==> src/rtl/v8x3_scan_encoder.sv <==
// v8x3_scan_encoder: captures an 8-bit flag vector and emits the index of each set bit, one per handshake
module v8x3_scan_encoder #(
    parameter int MSB_FIRST = 0
) (
    input  logic       clk,
    input  logic       reset,
    input  logic       start,
    input  logic [7:0] D,
    input  logic       ready,
    output logic [2:0] Y,
    output logic       valid,
    output logic       busy,
    output logic       done,
    output logic [3:0] count
);
    typedef enum logic [1:0] {IDLE, EMIT, DONE} state_t;
    state_t     state, state_n;
    logic [7:0] pend, pend_n;
    logic [3:0] count_n;
    logic [2:0] idx;
    // priority pick: the last match in scan order wins, so scan away from the preferred end
    always_comb begin
        idx = 3'd0;
        for (int i = 0; i < 8; i++) begin
            if (pend[MSB_FIRST != 0 ? i : 7 - i]) idx = 3'(MSB_FIRST != 0 ? i : 7 - i);
        end
    end
    // next state, pending bits and accepted-index count
    always_comb begin
        state_n = state;
        pend_n  = pend;
        count_n = count;
        case (state)
            IDLE: if (start) begin
                pend_n  = D;
                count_n = 4'd0;
                state_n = D != 8'd0 ? EMIT : DONE;
            end
            EMIT: if (ready) begin
                pend_n  = pend & ~(8'b1 << idx);
                count_n = count + 4'd1;
                state_n = pend_n == 8'd0 ? DONE : EMIT;
            end
            DONE:    state_n = IDLE;
            default: state_n = IDLE;
        endcase
    end
    // state register; reset overrides any pending handshake or load
    always_ff @(posedge clk) begin
        if (reset) begin
            state <= IDLE;
            pend  <= 8'd0;
            count <= 4'd0;
        end else begin
            state <= state_n;
            pend  <= pend_n;
            count <= count_n;
        end
    end
    assign valid = state == EMIT;
    assign busy  = state != IDLE;
    assign done  = state == DONE;
    assign Y     = valid ? idx : 3'd0;
endmodule

==> config.mk <==
export PLATFORM = sky130hd
export DESIGN_NAME = v8x3_scan_encoder
export DESIGN_NICKNAME = d
export VERILOG_FILES = /design/src/rtl/v8x3_scan_encoder.sv
export SDC_FILE = /design/constraint.sdc
export NUM_CORES = 1
export LEC_CHECK = 0
export CORE_MARGIN = 5
export CORE_UTILIZATION = 59
export CTS_CLUSTER_SIZE = 20
export DETAILED_ROUTE_END_ITERATION = 7
export DONT_BUFFER_PORTS = 1
export PLACE_DENSITY = 0.75
export SLEW_MARGIN = 20
export SYNTH_ARGS = -nofsm -noshare
export SYNTH_HDL_FRONTEND = slang
export SYNTH_SLANG_ARGS = --single-unit
==> constraint.sdc <==
create_clock -name clk -period 2.16 [get_ports clk]
set_clock_uncertainty 0.2 [all_clocks]
set_input_delay 0.108 -clock clk [delete_from_list [all_inputs] [get_ports clk]]
set_output_delay 0.108 -clock clk [all_outputs]
set_load 0.01 [all_outputs]
* After elaboration in Yosys (flattened, before gate mapping)
Index checks and enable logic that the tools add are counted.
Operators by class: add/sub/neg operators 1, equality and inequality tests 4, shift operators 1, mux-type cells 20, bitwise logic cells 2, reductions and logical operators 7
Operator list (number):
- 3-bit two-way mux | 9
- 8-bit two-way mux | 2
- 8-bit one-hot mux with 2 select lines | 1
- 8-bit AND | 1
- 8-bit logical NOT | 1
- 2-bit two-way mux | 4
- 4-bit two-way mux | 2
- 8-bit NOT | 1
- 4-bit one-hot mux with 2 select lines | 1
- 8-bit nonzero test | 1
- 1-bit by 3-bit left shift with 8-bit output, first input constant | 1
- 4-bit by 1-bit adder with 4-bit output, second input constant | 1
- 2-bit inequality test, second input constant | 2
- 2-bit one-hot mux with 2 select lines | 1
- 2-bit nonzero test | 2
- 3-bit AND reduction | 1
- 2-bit by 1-bit == test with 1-bit output, second input constant | 1
- 2-bit == test, second input constant | 1
- 2-bit logical NOT | 1
- 2-bit AND reduction | 1
Storage, ports and cells: register bits after elaboration 14

* Logic depth before layout (Yosys ltp)
word-level depth 15, mapped depth 5, mapped depth without buffers 5

* Least setup slack after synthesis
Ideal clock, no wire load.
kind reg-to-reg, start point reg pend[0], end point reg state[1], arrival time 1.588 ns, required time 1.901 ns, slack 0.313 ns, cell stages (with the launch flop) 6, cell sequence dfxtp_1 buf_6 or4_4 or3_1 a21oi_2 a31o_1
Between the ends: word-level cells in the longest chain between the ends 8
RTL lines:
- start, declared | RTL line 18 | logic [7:0] pend, pend_n;
- start signal, assigned | RTL line 56 | pend <= pend_n;
- 3-bit two-way mux | RTL line 25 | if (pend[MSB_FIRST != 0 ? i : 7 - i]) idx = 3'(MSB_FIRST != 0 ? i : 7 - i);
- 1-bit by 3-bit left shift with 8-bit output | RTL line 40 | pend_n = pend & ~(8'b1 << idx);
- 8-bit NOT | RTL line 40
- 8-bit AND (*) | RTL line 40
- 8-bit logical NOT (*) | RTL line 42 | state_n = pend_n == 8'd0 ? DONE : EMIT;
- 2-bit two-way mux (*) | RTL line 42
- 2-bit two-way mux (*) | RTL line 39 | EMIT: if (ready) begin
- 2-bit one-hot mux with 2 select lines (*) | RTL line 33 | case (state)
- end signal, assigned | RTL line 55 | state <= state_n;
- end, declared | RTL line 17 | state_t state, state_n;
Every way passes the cells marked *; elsewhere a longest branch is shown, timed or not. The select of a mux whose other input is x is not followed. A chain may end at the register's enable or synchronous reset.

* Worst setup path in the final report
start point reg pend[0], end point reg state[0]
Same word-level chain as after synthesis.

==> out/results.tsv <==
stage	metric	value	unit
run_status	run status	finished clean	
sta	crit share post-route	91.4	%
yosys	top cells by area, synth	dfxtp_1 34%, a21oi_1 7.2%, o21ai_0 6.6%	
critical_path	reg2reg setup slack	0.19	ns
worst_hold_path	Hold Path Class	primary input to register	
critical_path	Cell Chain, Critical Path	or4_4, or3_1, a21oi_2, o22ai_1	
yosys	sequential cell area fraction in the yosys report	33.8	%
layout	non-filler cells, final	136	
floorplan	Std-Cell Rows	13	
sta	min Tclk post-route	1.97	ns
yosys	share of the synthesized area in the top cell type	33.8	%
global_route	total track usage	24.9	%
routing	routed wire length	2430	µm
place	placed insts	121	
sta	worst rel slew slack	63.0	%
layout	filler cell count	111	
run	Max Cap Viol	0	
layout	Post-Route Utilization	74.5	%
global_route	largest net degree at the start of global routing	16	
place	DP Area	833	µm²
sta	final worst setup slack	0.185	ns
routing	Wirelength per Cell	17.8	µm
critical_path	startpoint class of the critical path	register	
layout	Area Growth Syn to Fin	18.4	%
yosys	Post-synth EDFFs	0	
sta	Final setup viols	0	
layout	share of post-route cells with drive strength above 1	11.6	%
routing	Via-to-Cell Ratio	6.50	
layout	fin area	982	µm²
global_route	number of global-route vias before repair	814	
place	routability cong.	0.813	
routing	Vias	884	
place	Port Buffers	0	
clock_network	CTS tree	yes	
place	pre-CTS WS	0.270	ns
global_route	total grt overflow	0	
sta	worst slew pin tran	0.553	ns
routing	drt first pass iters	4	
global_route	first-pass GRT wire length	3860	µm
sta	Max Slew Vio Count	0	
floorplan	die extent in y	47.5	µm
yosys	ys async rst share	0	%
layout	Nets	135	
yosys	#FFs+latches synth	14	
critical_path	path type of the worst setup path	register to register	
clock_network	TritonCTS buffer count	3	
sta	RSZ-0062 raised after global routing	false	
routing	Remaining DRCs	0	
floorplan	die width	47.5	µm
yosys	syn_nets	123	
clock_network	Worst-Skew Late Latency	0.28	ns
clock_network	Clock transition at path regs	0.10	ns
critical_path	Crit-path slowest cell	or4_4	
critical_path	CP endpoint kind	register	
clock_network	CTS sink count	14	
global_route	initial antenna violation count	0	
pwr	maximum VDD drop	0.000482	V
routing	post-route ant nets	0	
yosys	count of cell types in the netlist	33	
critical_path	Arr. time, crit path	1.91	ns
sta	Hold Violations, Final	0	
yosys	YS warnings	0	
layout	Inserted Diodes	0	
pwr	cell area power density	720	mW/mm²
yosys	Mapped Area	830	µm²
yosys	synth cell count leaders	14 x dfxtp_1, 14 x nor2_1, 12 x a21oi_1, 11 x o21ai_0	
floorplan	Placeable Area	0.00132	mm²
critical_path	Largest stage delay, worst path	0.57	ns
clock_network	postcts setup bufs	0	
clock_network	CTS max path bufs	2	
critical_path	worst-path fanout max	10	
critical_path	worst endpoint required time	2.10	ns
pwr	P_leak	0.372	nW
sta	f_max	506	MHz
clock_network	clk root buf	clkbuf_4	
place	Detailed Place HPWL	1470	µm
yosys	synthesized area per cell	7.54	µm²
floorplan	Die ar.	0.00226	mm²
yosys	cell taking the most area after synthesis	dfxtp_1	
routing	Iteration-0 DRC Markers	66	
yosys	cell count after synthesis	110	
floorplan	Initial Util	63.0	%
floorplan	I/O pin cnt	22	
yosys	Post-synth top flop	dfxtp_1	
sta	setup TNS	0	ns
clock_network	htree depth	1	
[registers in the layout, indices dropped and copies added, names as in the netlist]
name / count
state: 2
count: 4
pend: 8
[stage by stage]
step / power, mW / hold slack, ns
2_1_floorplan: 0.449 / -0.0146
3_3_place_gp: 0.479 / -0.0201
3_5_place_dp: 0.483 / -0.0183
4_1_cts: 0.696 / 0.122
5_1_grt: 0.746 / 0.254
6_report: 0.707 / 0.193
[critical path, delay by kind of cell, from the launching register on]
family,cells,cell delay [ns]
AOI/OAI and AO/OA,2,0.28
and+or+nand+nor,2,0.94
DFF,1,0.40
[kinds of logic (layout without fill, tap and decap cells)]
logic type | count (synthesis) | after routing | synth area share, %
compound gates | 37 | 37 | 27.3
xor+xnor | 2 | 2 | 2.11
fa+ha+maj | 2 | 2 | 2.71
buf+inv | 12 | 23 | 7.24
flops | 14 | 14 | 33.8
mux | 1 | 1 | 1.21
simple gates | 42 | 42 | 25.6
[timing repair]
action / 4_1_cts / 5_1_grt
endpoints found under the hold margin: 14 / 0
resized for setup: 0 / 2
setup endpoints to repair: 0 / 1
hold buffers: 11 / 0
[final timing paths]
path	startpoint	end	cells after the start
worst max-delay path	pend[0]$_SDFFE_PP0P_	state[0]$_SDFFE_PP0P_	4
worst min-delay path	start	count[3]$_SDFFE_PP0P_	4
worst max register to register	pend[0]$_SDFFE_PP0P_	state[0]$_SDFFE_PP0P_	4
worst min register to register	pend[6]$_SDFFE_PP0P_	pend[6]$_SDFFE_PP0P_	2
[cells in the final DEF (no fill, tap or decap), types with 2 or more instances in the layout]
master         count
xnor2_1            2
clkbuf_4           3
o21a_1             2
inv_1              4
o21ai_0           11
nor2b_1            2
nor3b_1            2
a211oi_1           2
dlygate4sd3_1     11
or2_2              2
buf_4              4
a21oi_1           12
nand2_1            6
nor2_1            14
nor4_1             5
dfxtp_1           13
nor3_1             6
[routing by layer]
layer | GRT usage [%] | up-vias | part of all wire, %
met3 | 4.51 | 8 | 12
met4 | 13.3 | 0 | 2.1
met5 | 0 | - | 0
li1 | - | 418 | -
met1 | 32.9 | 390 | 39
met2 | 38.5 | 68 | 47
[layout make-up]
type | instances | area (µm²) | area share (%)
Clock buffer | 4 | 36.3 | 3.69
Inverter | 4 | 15.0 | 1.53
Sequential cell | 14 | 282 | 28.7
Timing Repair Buffer | 15 | 140 | 14.3
Multi-Input combinational cell | 84 | 490 | 49.9
Tap cell | 15 | 18.8 | 1.91
[power breakdown]
group / switching [mW] / internal, mW
registers: 0.0417 / 0.278
logic: 0.105 / 0.0888
clock network: 0.0913 / 0.102
total: 0.238 / 0.469
Power figures use the tool's default switching activity.
